===== src/rtl/lsu_pkg.sv =====
// lsu_pkg: shared funct3 codes, FSM state encoding, lane count and access-legality helpers for the LSU
package lsu_pkg;
  localparam logic [2:0] F3_B  = 3'b000;
  localparam logic [2:0] F3_H  = 3'b001;
  localparam logic [2:0] F3_W  = 3'b010;
  localparam logic [2:0] F3_BU = 3'b100;
  localparam logic [2:0] F3_HU = 3'b101;
  localparam int LANES = 4;
  typedef enum logic [1:0] {IDLE, REQ, WAIT} state_t;
  function automatic logic legal(input logic we, input logic [2:0] f3);
    return we ? (f3 == F3_B || f3 == F3_H || f3 == F3_W)
              : (f3 == F3_B || f3 == F3_H || f3 == F3_W || f3 == F3_BU || f3 == F3_HU);
  endfunction
  function automatic logic misaligned(input logic [2:0] f3, input logic [1:0] off);
    return f3[1:0] == 2'b01 ? off[0] : f3[1:0] == 2'b10 ? off != 2'b00 : 1'b0;
  endfunction
endpackage


===== src/rtl/lsu_align.sv =====
// lsu_align: byte enables, lane-replicated store data from (st_funct3, st_off, st_wdata); extended load data from (ld_funct3, ld_off, rdata)
module lsu_align import lsu_pkg::*; (
  input  logic [2:0]       st_funct3,
  input  logic [1:0]       st_off,
  input  logic [31:0]      st_wdata,
  input  logic [2:0]       ld_funct3,
  input  logic [1:0]       ld_off,
  input  logic [31:0]      rdata,
  output logic [LANES-1:0] be,
  output logic [31:0]      wdata,
  output logic [31:0]      ld_data
);
  logic [31:0] sh;
  always_comb begin
    be = st_funct3[1:0] == 2'b00 ? 4'b0001 << st_off
       : st_funct3[1:0] == 2'b01 ? 4'b0011 << st_off : 4'b1111;
    wdata = st_funct3[1:0] == 2'b00 ? {4{st_wdata[7:0]}}
          : st_funct3[1:0] == 2'b01 ? {2{st_wdata[15:0]}} : st_wdata;
    sh = rdata >> {ld_off, 3'b000};
    ld_data = ld_funct3 == F3_B  ? {{24{sh[7]}}, sh[7:0]}
            : ld_funct3 == F3_H  ? {{16{sh[15]}}, sh[15:0]}
            : ld_funct3 == F3_BU ? {24'b0, sh[7:0]}
            : ld_funct3 == F3_HU ? {16'b0, sh[15:0]} : sh;
  end
endmodule


===== src/rtl/lsu_mem_port.sv =====
// lsu_mem_port: load/store unit; core req (req_*) -> memory req/gnt/rvalid (mem_*) -> one-cycle response (rsp_*)
module lsu_mem_port import lsu_pkg::*; #(
  parameter int ADDR_W = 32,
  parameter int DATA_W = 32
) (
  input  logic              clk,
  input  logic              rst_n,
  input  logic              req_valid,
  output logic              req_ready,
  input  logic              req_we,
  input  logic [2:0]        req_funct3,
  input  logic [ADDR_W-1:0] req_addr,
  input  logic [DATA_W-1:0] req_wdata,
  output logic              rsp_valid,
  output logic              rsp_err,
  output logic [DATA_W-1:0] rsp_rdata,
  output logic              mem_req,
  output logic              mem_we,
  output logic [ADDR_W-1:0] mem_addr,
  output logic [LANES-1:0]  mem_be,
  output logic [DATA_W-1:0] mem_wdata,
  input  logic              mem_gnt,
  input  logic              mem_rvalid,
  input  logic [DATA_W-1:0] mem_rdata
);
  state_t state, state_n;
  logic [2:0] f3_q;
  logic [1:0] off_q;
  logic we_q, bad, accept, done;
  logic [LANES-1:0] be;
  logic [DATA_W-1:0] wdata_al, ld_data;
  lsu_align u_align (
    .st_funct3(req_funct3),
    .st_off(req_addr[1:0]),
    .st_wdata(req_wdata),
    .ld_funct3(f3_q),
    .ld_off(off_q),
    .rdata(mem_rdata),
    .be(be),
    .wdata(wdata_al),
    .ld_data(ld_data)
  );
  assign bad = !legal(req_we, req_funct3) || misaligned(req_funct3, req_addr[1:0]);
  assign accept = state == IDLE && req_valid;
  assign done = mem_rvalid && (state == WAIT || (state == REQ && mem_gnt));
  always_comb begin
    state_n = state;
    req_ready = 1'b0;
    mem_req = 1'b0;
    case (state)
      IDLE: begin
        req_ready = 1'b1;
        state_n = req_valid && !bad ? REQ : IDLE;
      end
      REQ: begin
        mem_req = 1'b1;
        state_n = mem_gnt ? (mem_rvalid ? IDLE : WAIT) : REQ;
      end
      WAIT: state_n = mem_rvalid ? IDLE : WAIT;
      default: state_n = IDLE;
    endcase
  end
  always_ff @(posedge clk or negedge rst_n) begin
    if (!rst_n) begin
      state <= IDLE;
      rsp_valid <= 1'b0;
      rsp_err <= 1'b0;
      rsp_rdata <= '0;
      f3_q <= '0;
      off_q <= '0;
      we_q <= 1'b0;
      mem_we <= 1'b0;
      mem_addr <= '0;
      mem_be <= '0;
      mem_wdata <= '0;
    end else begin
      state <= state_n;
      rsp_valid <= (accept && bad) || done;
      rsp_err <= accept && bad;
      rsp_rdata <= done && !we_q ? ld_data : '0;
      if (accept && !bad) begin
        f3_q <= req_funct3;
        off_q <= req_addr[1:0];
        we_q <= req_we;
        mem_we <= req_we;
        mem_addr <= {req_addr[ADDR_W-1:2], 2'b00};
        mem_be <= be;
        mem_wdata <= wdata_al;
      end
    end
  end
endmodule


===== config.mk =====
export PLATFORM = sky130hd
export DESIGN_NAME = lsu_mem_port
export DESIGN_NICKNAME = d
export VERILOG_FILES = /design/src/rtl/lsu_pkg.sv /design/src/rtl/lsu_align.sv /design/src/rtl/lsu_mem_port.sv
export SDC_FILE = /design/constraint.sdc
export NUM_CORES = 1
export LEC_CHECK = 0
export BUFFER_PORTS_ARGS = -buffer_cell sky130_fd_sc_hd__buf_2
export CAP_MARGIN = 30
export CORE_MARGIN = 3
export CORE_UTILIZATION = 53
export DETAILED_ROUTE_END_ITERATION = 16
export GPL_TIMING_DRIVEN = 0
export PLACE_DENSITY = 0.83
export SLEW_MARGIN = 10
export SYNTH_ARGS = -nofsm -noshare
export SYNTH_HDL_FRONTEND = slang
export SYNTH_HIERARCHICAL = 1
export SYNTH_SLANG_ARGS = --single-unit

===== constraint.sdc =====
create_clock -name clk -period 2.7 [get_ports clk]
set_input_delay 0.405 -clock clk [delete_from_list [all_inputs] [get_ports clk]]
set_output_delay 0.405 -clock clk [all_outputs]
set_load 0.01 [all_outputs]

Word level (Yosys, flattened, before mapping)
Index checks and enable logic that the tools add are counted.

Bits in read-only memories: 0. Memories: 0. Bits in latches: 0. Memory bits (writable): 0. Output and inout bits: 105. Bits in registers: 108.

Reduce and logical (&&, ||, !) cells: 22. Equality and inequality tests: 11. Multiply operators: 0. Muxes and demuxes: 18. Div/mod/pow operators: 0. Order comparisons: 0. $add $sub $neg: 0. Shift operators: 3. Bitwise logic cells: 0.

Operators by type and width (number): 2-to-1 mux 32 bit (7); right shift 32 x 5 -> 32 bit (1); == test 3 bit (second input constant) (4); 2-to-1 mux 4 bit (2); logical AND 1 bit (7); logical OR 1 bit (7); == test 3 x 1 -> 1 bit (second input constant) (2); zero test 3 bit (2); 2-to-1 mux 1 bit (6); case mux 2 bit (3 select lines) (1); == test 2 x 1 -> 1 bit (second input constant) (2); == test 2 bit (second input constant) (2); zero test 2 bit (2); 2-to-1 mux 2 bit (2); left shift 1 x 2 -> 4 bit (first input constant) (1); left shift 2 x 2 -> 4 bit (first input constant) (1); == test 3 x 2 -> 1 bit (second input constant) (1); zero test 1 bit (3); nonzero test 2 bit (1).

Logic depth before layout (Yosys ltp)
Gate-level depths: netlist of run 1.

Depth in word-level cells: 12. Mapped depth: 6. Mapped depth without buffers: 5.

Modules after synthesis
Netlist of run 1, hierarchy kept.

By module, submodules not included: lsu_mem_port (cells an instance 244, instances 1, area an instance 4259.1 µm², sequential area each 2702.6 µm²); lsu_align (cells an instance 184, instances 1, area an instance 1266.2 µm², sequential area each 0.0 µm²).

Worst setup path before layout of run 1
Ideal clock, no wire load.

Path kind: input port to flip-flop. Start point: in req_funct3[0]. End point: reg f3_q[0]. Slack: 0.647 ns. Arrival: 1.928 ns. Library setup time: 0.125 ns. Buffers on the path: 2. Stages: 5. Cells stage by stage: or4_1 > a2111o_1 > buf_6 > buf_12 > mux2_4.

Cells in the longest elaborated chain, start to end: 10. Elaborated cells between the ends (all ways): 18.

RTL lines: start: declaration (line lsu_mem_port.sv:11) `input logic [2:0] req_funct3,`; == test 3 x 1 -> 1 bit / zero test 3 bit (equally long branches) (line lsu_pkg.sv:11, lsu_pkg.sv:12); logical OR 1 bit (2 in series) (line lsu_pkg.sv:11, lsu_pkg.sv:12); logical OR 1 bit (2 in series) (line lsu_pkg.sv:12) `: (f3 == F3_B || f3 == F3_H || f3 == F3_W || f3 == F3_BU || f3 == F3_HU);`; 2-to-1 mux 1 bit (line lsu_pkg.sv:11) `return we ? (f3 == F3_B || f3 == F3_H || f3 == F3_W)`; zero test 1 bit (line lsu_mem_port.sv:43) `assign bad = !legal(req_we, req_funct3) || misaligned(req_funct3, req_addr[1:0]);`; logical OR 1 bit (line lsu_mem_port.sv:43); zero test 1 bit (line lsu_mem_port.sv:81) `if (accept && !bad) begin`; logical AND 1 bit (line lsu_mem_port.sv:81); end signal: assignment (line lsu_mem_port.sv:82) `f3_q <= req_funct3;`; end: declaration (line lsu_mem_port.sv:27) `logic [2:0] f3_q;`.

Parallel ways exist; a longest one is shown, timed or not. A chain may end at the register's enable or synchronous reset.

Final worst setup path of run 1
Start point: reg off_q[1]. End point: reg rsp_rdata[12].

Cells in the longest elaborated chain, start to end: 6.

RTL lines: start: declaration (line lsu_mem_port.sv:28) `logic [1:0] off_q;`; start signal: assignment (line lsu_mem_port.sv:83) `off_q <= req_addr[1:0];`; right shift 32 x 5 -> 32 bit (*) (line lsu_align.sv:19) `sh = rdata >> {ld_off, 3'b000};`; 2-to-1 mux 32 bit (line lsu_align.sv:23) `: ld_funct3 == F3_HU ? {16'b0, sh[15:0]} : sh;`; 2-to-1 mux 32 bit (line lsu_align.sv:22) `: ld_funct3 == F3_BU ? {24'b0, sh[7:0]}`; 2-to-1 mux 32 bit (line lsu_align.sv:21) `: ld_funct3 == F3_H ? {{16{sh[15]}}, sh[15:0]}`; 2-to-1 mux 32 bit (*) (line lsu_align.sv:20) `ld_data = ld_funct3 == F3_B ? {{24{sh[7]}}, sh[7:0]}`; net ld_data[12] (line lsu_mem_port.sv:31) `logic [DATA_W-1:0] wdata_al, ld_data;`; 2-to-1 mux 32 bit (*) (line lsu_mem_port.sv:80) `rsp_rdata <= done && !we_q ? ld_data : '0;`; end signal: assignment (line lsu_mem_port.sv:80); end: declaration (line lsu_mem_port.sv:16) `output logic [DATA_W-1:0] rsp_rdata,`.

The timed path passes the listed nets; every way through them passes the cells marked *.

==> run metrics, run 1 <==
initial core utilization 0.555; Final Skew 13.8 ps; core area 0.00995 mm2; clock power share 0.185; WL/cell 17.4 um; Tot Pwr 5.32 mW; net load switching power 1.77 mW; grt total ovfl 0; Final ANT Viol Nets 0; Post-Syn Area 0.00553 mm2; library cells used by synthesis 33; leakage 3.78 nW; # IOs 210; PwrDens 764 mW/mm2; Hold Slack 207 ps; hold path depth 2; Seq pwr share 0.421; initial drt markers 155; Synth Instances 428; DP Wirelength 10,400 um; standard-cell rows 36; final core occ 0.700; post-layout instance area 0.00696 mm2; Fin. Hold Viols 0; vias in the first global route 4,377; Area after DPL 0.00677 mm2; CTS Root Cell clkbuf_8; initial antenna violation count 1; Slew Viols, Final 0; die width 108 um; Filler cells 768; final net count 758; Final min period 2040 ps; Max-cap violations 0; pin count of the biggest net entering global routing 61; part of the cycle the worst path needs 0.755; Synth top area share 0.489; CP max stage cell a21oi_1; RD Place Congestion 0.922; Total Wirelength 13,700 um; GR peak layer met2; routed vias/inst 5.26; register area share after synthesis 0.489; met2 GRT Util 0.418; Die Ht 108 um; top cells by area, synth dfrtp_1 49%, mux2_4 19%, mux2_2 5.7%; status finished clean; Ys Warns 6; PortBufs 207; Inserted Diodes 0; switching share of power 0.332; mean post-synth cell area 12.9 um2; crit path kind register to register; CP cell instances clkbuf_1, mux4_2, a21oi_1, a21oi_1, and2_1; GR Util met3 0.0561; R2R cell count 5; layout cells sized above 1 0.542; crit path capture type register; worst-margin pin slew 793 ps; Worst slew margin 0.470; slowest stage delay, CP 550 ps; routed via count 4,138; GRT Resource Usage Total 0.234; clock-pin slew on the worst setup and hold paths 100 ps; Final setup viols 0; Crit path top cell by count a21oi_1; clock buffer depth 2; post-synth top area cell dfrtp_1; P_int 3.55 mW; Max Clock Freq 491 MHz; CP arrival 2290 ps; Hold WC Path Type input port to register; CTS HTree Levels 3; Startpoint Class register; Crit path max-delay family compound AO/OA/AOI/OAI gates; Peak supply drop 0.000414 V; CP Buf/Inv Count 1; CTS Buf Count 9; unrepaired setup endpoints after global routing no; DIE AREA 0.0117 mm2; clk_lat worst skew 370 ps; residual DRC count 0; first-pass GRT wire length 21,300 um; Req. time, crit path 2950 ps; CP max FO 10; Pre-Repair DR Iteration Count 4; setup tns final 0 ps; CTS sink cnt 108; post-synthesis register bit count 108; met1 Track Usage GR 0.275; stages on the worst setup path 5; Area Growth Syn to Fin 26.0%; TritonCTS clock tree done; Comb pwr share 0.395
## cell usage in the layout (no fill, tap or decap), drive strengths merged, types with 2 or more instances in the layout
master,instances
mux2i,23
buf,232
inv,7
conb,2
o21ai,18
clkinv,3
nor2b,4
nand3b,2
nand2,27
or2,9
mux2,97
ha,4
a21oi,31
and2,33
nand2b,5
dfrtp,108
nand3,9
clkbuf,20
nor2,7
## synthesized netlist by cell type (all sizes together)
library cell,count
dfrtp,108
mux2,97
and2,33
a21oi,31
nand2,27
buf,24
mux2i,23
o21ai,18
clkbuf,10
nand3,9
or2,9
nor2,7
inv,6
nand2b,5
ha,4
nor2b,4
nand3b,2
a2111o,1
a211o,1
a211oi,1
a221o,1
conb,1
mux4,1
nor3,1
o21bai,1
o221ai,1
o22ai,1
or4,1
## area by class of cell
type | count | area (um2) | share of cell area
flip-flops and latches | 108 | 2700 | 0.388
plain buffers | 34 | 305 | 0.0438
multi-input cells | 281 | 2500 | 0.359
inverters | 6 | 22.5 | 0.00323
repair buffers | 209 | 1080 | 0.155
clock inverters | 5 | 61.3 | 0.00880
well taps | 133 | 166 | 0.0239
clock buffers | 10 | 128 | 0.0183
## worst reg2reg max path, cell delays in order, from the launching register on
cell      delay (ps)
dfrtp_1          360
clkbuf_1         330
mux4_2           440
a21oi_1          550
a21oi_1           80
and2_1           170
## state kept, by name, summed over array words and instances, names as in the netlist
| signal | count |
|---|---|
| rsp_valid | 1 |
| rsp_err | 1 |
| mem_be | 4 |
| off_q | 2 |
| mem_addr | 30 |
| rsp_rdata | 32 |
| mem_wdata | 32 |
| state | 2 |
| f3_q | 3 |
| mem_we | 1 |
## power by group through the flow
stage	logic, mW	clock network (mW)	registers, mW
5_1_grt	2.27	1.07	2.28
3_3_place_gp	2.03	0	2.23
2_1_floorplan	1.18	0	2.41
3_5_place_dp	2.10	0	2.25
4_1_cts	2.11	1.00	2.24
6_report	2.10	0.981	2.24
## metrics by stage
stage	instances	worst slack (ps)
6_report	786	661
5_1_grt	786	497
4_1_cts	786	690
3_5_place_dp	770	363
3_3_place_gp	769	118
2_1_floorplan	429	647
## logic make-up (layout without fill, tap and decap cells)
kind of cell | count (synthesis) | in the layout | synth area share
flops | 108 | 108 | 0.489
mux | 121 | 121 | 0.290
simple gates | 98 | 98 | 0.0960
compound gates | 56 | 56 | 0.0555
fa+ha+maj | 4 | 4 | 0.00906
other cells | 1 | 2 | 0.000679
buf+inv | 40 | 264 | 0.0593
## metal layers
layer  vias up  wire [um]
li1       1909          -
met3        27       1040
met4         2        262
met1      2030       5320
met5         -          7
met2       170       7050
## path summary, 6_finish.rpt
path | end | slack, ps | startpoint
min | state[1] | 210 | mem_rvalid
max reg2reg | rsp_rdata[12] | 660 | off_q[1]
max in group asynchronous | mem_addr[4] | 1520 | rst_n
min in group asynchronous | mem_addr[9] | 530 | rst_n
min reg2reg | mem_addr[26] | 510 | mem_addr[26]
max | rsp_rdata[12] | 660 | off_q[1]
## what timing repair did
action / 4_1_cts / 5_1_grt
hold buffers: 1 / 0
setup buffers: 0 / 0
endpoints found under the hold margin: 48 / 0
gates resized for setup: 0 / 0
Power figures use the tool's default switching activity.
==> run 2: changes to the inputs <==
--- a/config.mk
+++ b/config.mk
@@ -5,13 +5,14 @@
 export SDC_FILE = /design/constraint.sdc
 export NUM_CORES = 1
 export LEC_CHECK = 0
+export ABC_AREA = 1
 export BUFFER_PORTS_ARGS = -buffer_cell sky130_fd_sc_hd__buf_2
 export CAP_MARGIN = 30
 export CORE_MARGIN = 3
-export CORE_UTILIZATION = 53
+export CORE_UTILIZATION = 50
 export DETAILED_ROUTE_END_ITERATION = 16
 export GPL_TIMING_DRIVEN = 0
-export PLACE_DENSITY = 0.83
+export PLACE_DENSITY = 0.79
 export SLEW_MARGIN = 10
 export SYNTH_ARGS = -nofsm -noshare
 export SYNTH_HDL_FRONTEND = slang
==> constraint.sdc (replaced) <==
create_clock -name clk -period 2 [get_ports clk]
set_input_delay 0.3 -clock clk [delete_from_list [all_inputs] [get_ports clk]]
set_output_delay 0.3 -clock clk [all_outputs]
set_load 0.01 [all_outputs]
==> run 2 against run 1 <==
  * Synthesized cell count grew 75%
  * Clock power grew 78%
  * Clock skew shrank 7.9 ps
  * Core utilization shrank 3.7 points
  * Via count grew 33%
  * Die area grew 9.9%
  * Final cell count grew 42%
  * Critical path depth grew 2
  * Critical path type unchanged
  * Highest routed layer unchanged
==> run metrics, run 2 <==
status finished clean (unchanged); Ys Warns 6 (unchanged); most common cell after layout, fill and taps aside nand2_1 (was buf_2); CP max FO 10 (unchanged); switching share of power 0.381 (was 0.332); pre-CTS setup slack 526 ps (was 363 ps); Peak supply drop 0.000660 V (was 0.000414 V); mean post-synth cell area 7.68 um2 (was 12.9 um2); number of synthesized flops with an enable pin 0 (unchanged); part of the cycle the worst path needs 0.751 (was 0.755); leakage 4.47 nW (was 3.78 nW); Synth Instances 750 (was 428); Largest regs mem_wdata: 32 flops, rsp_rdata: 32 flops, mem_addr: 30 flops (unchanged); CTS sink cnt 108 (unchanged); Pre-Repair DR Iteration Count 5 (was 4); CP arrival 1790 ps (was 2290 ps); crit path kind register to register (unchanged); Slew Viols, Final 0 (unchanged); clock-pin slew on the worst setup and hold paths 80 ps (was 100 ps); unrepaired setup endpoints after global routing no (unchanged); fin cells 1,116 (was 786); clock buffer depth 2 (unchanged); commonest cells in the netlist 318 x nand2_1, 108 x dfrtp_1, 79 x nand3_1 (was 108 x dfrtp_1, 69 x mux2_4, 33 x and2_1); CTS HTree Levels 3 (unchanged); Final setup viols 0 (unchanged); Die Ht 113 um (was 108 um); Final Skew 5.91 ps (was 13.8 ps); Tot Pwr 7.58 mW (was 5.32 mW); CTS Buf Count 9 (unchanged); Comb pwr share 0.384 (was 0.395); placed cells 1,099 (was 770); Inserted Diodes 0 (unchanged); DP Wirelength 11,800 um (was 10,400 um); final net count 1,080 (was 758); final core occ 0.663 (was 0.700); PortBufs 207 (unchanged); crit path capture type register (unchanged); first-pass GRT wire length 25,300 um (was 21,300 um); Seq pwr share 0.386 (was 0.421); initial drt markers 416 (was 155); Max Clock Freq 666 MHz (was 491 MHz); Fin. Hold Viols 0 (unchanged); clk_lat worst skew 340 ps (was 370 ps); initial antenna violation count 1 (unchanged); pin count of the biggest net entering global routing 75 (was 61); Area after DPL 0.00701 mm2 (was 0.00677 mm2); post-synthesis register bit count 108 (unchanged); PwrDens 1040 mW/mm2 (was 764 mW/mm2); Synth Flop Type dfrtp_1 (unchanged); Post-Syn Area 0.00576 mm2 (was 0.00553 mm2); post-synth top area cell dfrtp_1 (unchanged); asr flop ratio synth 1.00 (unchanged); Max-cap violations 0 (unchanged); clock power share 0.230 (was 0.185); # IOs 210 (unchanged); net load switching power 2.89 mW (was 1.77 mW); CP max stage cell dfrtp_1 (was a21oi_1); DIE AREA 0.0128 mm2 (was 0.0117 mm2); Final min period 1500 ps (was 2040 ps); Final ANT Viol Nets 0 (unchanged); GRT Resource Usage Total 0.245 (was 0.234); Total Wirelength 15,500 um (was 13,700 um); grt total ovfl 0 (unchanged); routed via count 5,488 (was 4,138); Startpoint Class register (unchanged); WL/cell 13.9 um (was 17.4 um); layout cells sized above 1 0.316 (was 0.542); Synth top area share 0.469 (was 0.489); CTS Root Cell clkbuf_16 (was clkbuf_8); top cells by area, synth dfrtp_1 47%, nand2_1 21%, nand3_1 6.9% (was dfrtp_1 49%, mux2_4 19%, mux2_2 5.7%); most common cell in the synthesized netlist nand2_1 (was dfrtp_1); RD Place Congestion 0.888 (was 0.922); residual DRC count 0 (unchanged); Area Growth Syn to Fin 26.9% (was 26.0%); P_int 4.69 mW (was 3.55 mW); Req. time, crit path 2280 ps (was 2950 ps); slowest stage delay, CP 390 ps (was 550 ps); CP cell instances buf_6, inv_4, clkbuf_1, nor2_1, a21oi_1, inv_1, nor2_2 (was clkbuf_1, mux4_2, a21oi_1, a21oi_1, and2_1); most frequent cells in the layout 318 x nand2_1, 210 x buf_2, 108 x dfrtp_1, 79 x nand3_1, 64 x inv_1 (was 209 x buf_2, 108 x dfrtp_1, 69 x mux2_4, 33 x and2_1, 31 x a21oi_1); standard-cell rows 38 (was 36); TritonCTS clock tree done (unchanged); Hold WC Path Type input port to register (unchanged); routed vias/inst 4.92 (was 5.26); initial core utilization 0.522 (was 0.555); vias in the first global route 5,191 (was 4,377); final setup margin 498 ps (was 661 ps); die width 113 um (was 108 um); library cells used by synthesis 28 (was 33); post-layout instance area 0.00731 mm2 (was 0.00696 mm2); register area share after synthesis 0.469 (was 0.489); core area 0.0110 mm2 (was 0.00995 mm2)
-- run 2: cell types whose count changed after synthesis, sizes merged, moves of 23 or more --
cell	previous run	this run
and2	33	0
buf	24	50
inv	6	71
mux2	97	0
mux2i	23	0
nand2	27	325
nand3	9	80
nor2	7	47
-- run 2: worst paths after layout --
check	startpoint	end	slack [ps]	cells past startpoint
setup / recovery	off_q[1]	rsp_rdata[4]	500	7
hold / removal	mem_rvalid	state[1]	160	2
setup reg to reg	off_q[1]	rsp_rdata[4]	500	7
hold reg to reg	mem_addr[21]	mem_addr[21]	470	2
max in group asynchronous	rst_n	mem_addr[24]	930	3
min in group asynchronous	rst_n	rsp_rdata[1]	410	2
-- run 2: cell families (layout without fill, tap and decap cells) --
kind of cell | count (synthesis) | in the layout | share of synthesized area
adders and majority gates | 4 | 4 | 0.00869
and+or+nand+nor | 457 | 457 | 0.336
buffers and inverters | 125 | 350 | 0.131
other | 1 | 2 | 0.000651
AOI/OAI and AO/OA | 55 | 55 | 0.0545
DFF | 108 | 108 | 0.469
-- run 2: what timing repair did --
action	in CTS	in global routing
endpoints found under the hold margin	34	0
gates resized for setup	0	0
buffers inserted	0	0
hold buffers	1	0
endpoints found under the setup margin	0	0
-- run 2: cell type report --
cell class              instances  area (um2)
inverters                      71         274
well taps                     140         175
clock buffers                   9         225
plain buffers                  54         482
clock inverters                 7        67.6
repair buffers                209        1080
flip-flops and latches        108        2700
multi-input cells             518        2310
fillers                       997        3720
-- run 2: per-layer routing --
metal  wire, um  track usage
met5         13            0
met4        309       0.0761
met2       7360        0.406
met3       1280       0.0508
met1       6530        0.324
-- run 2: power by group through the flow --
stage | Sequential [mW] | Combinational, mW | Clock, mW
2_1_floorplan | 3.14 | 1.69 | 0
3_5_place_dp | 2.95 | 2.92 | 0
6_report | 2.92 | 2.91 | 1.75
5_1_grt | 2.98 | 3.29 | 1.89
4_1_cts | 2.92 | 2.93 | 1.80
3_3_place_gp | 2.94 | 2.86 | 0
-- run 2: worst max-delay path, delay by kind of cell, from the launching register on --
| family | cells | cell delay, ps |
|---|---|---|
| AO/OA/AOI/OAI | 1 | 220 |
| buffers and inverters | 4 | 640 |
| flip-flops | 1 | 390 |
| AND/OR/NAND/NOR | 2 | 190 |
-- run 2: metrics by stage --
step	hold slack (ps)	setup TNS [ps]
detailed placement	215	0
finish	161	0
CTS	154	0
global placement	449	-62940
floorplan	4.41	0
global route	172	0
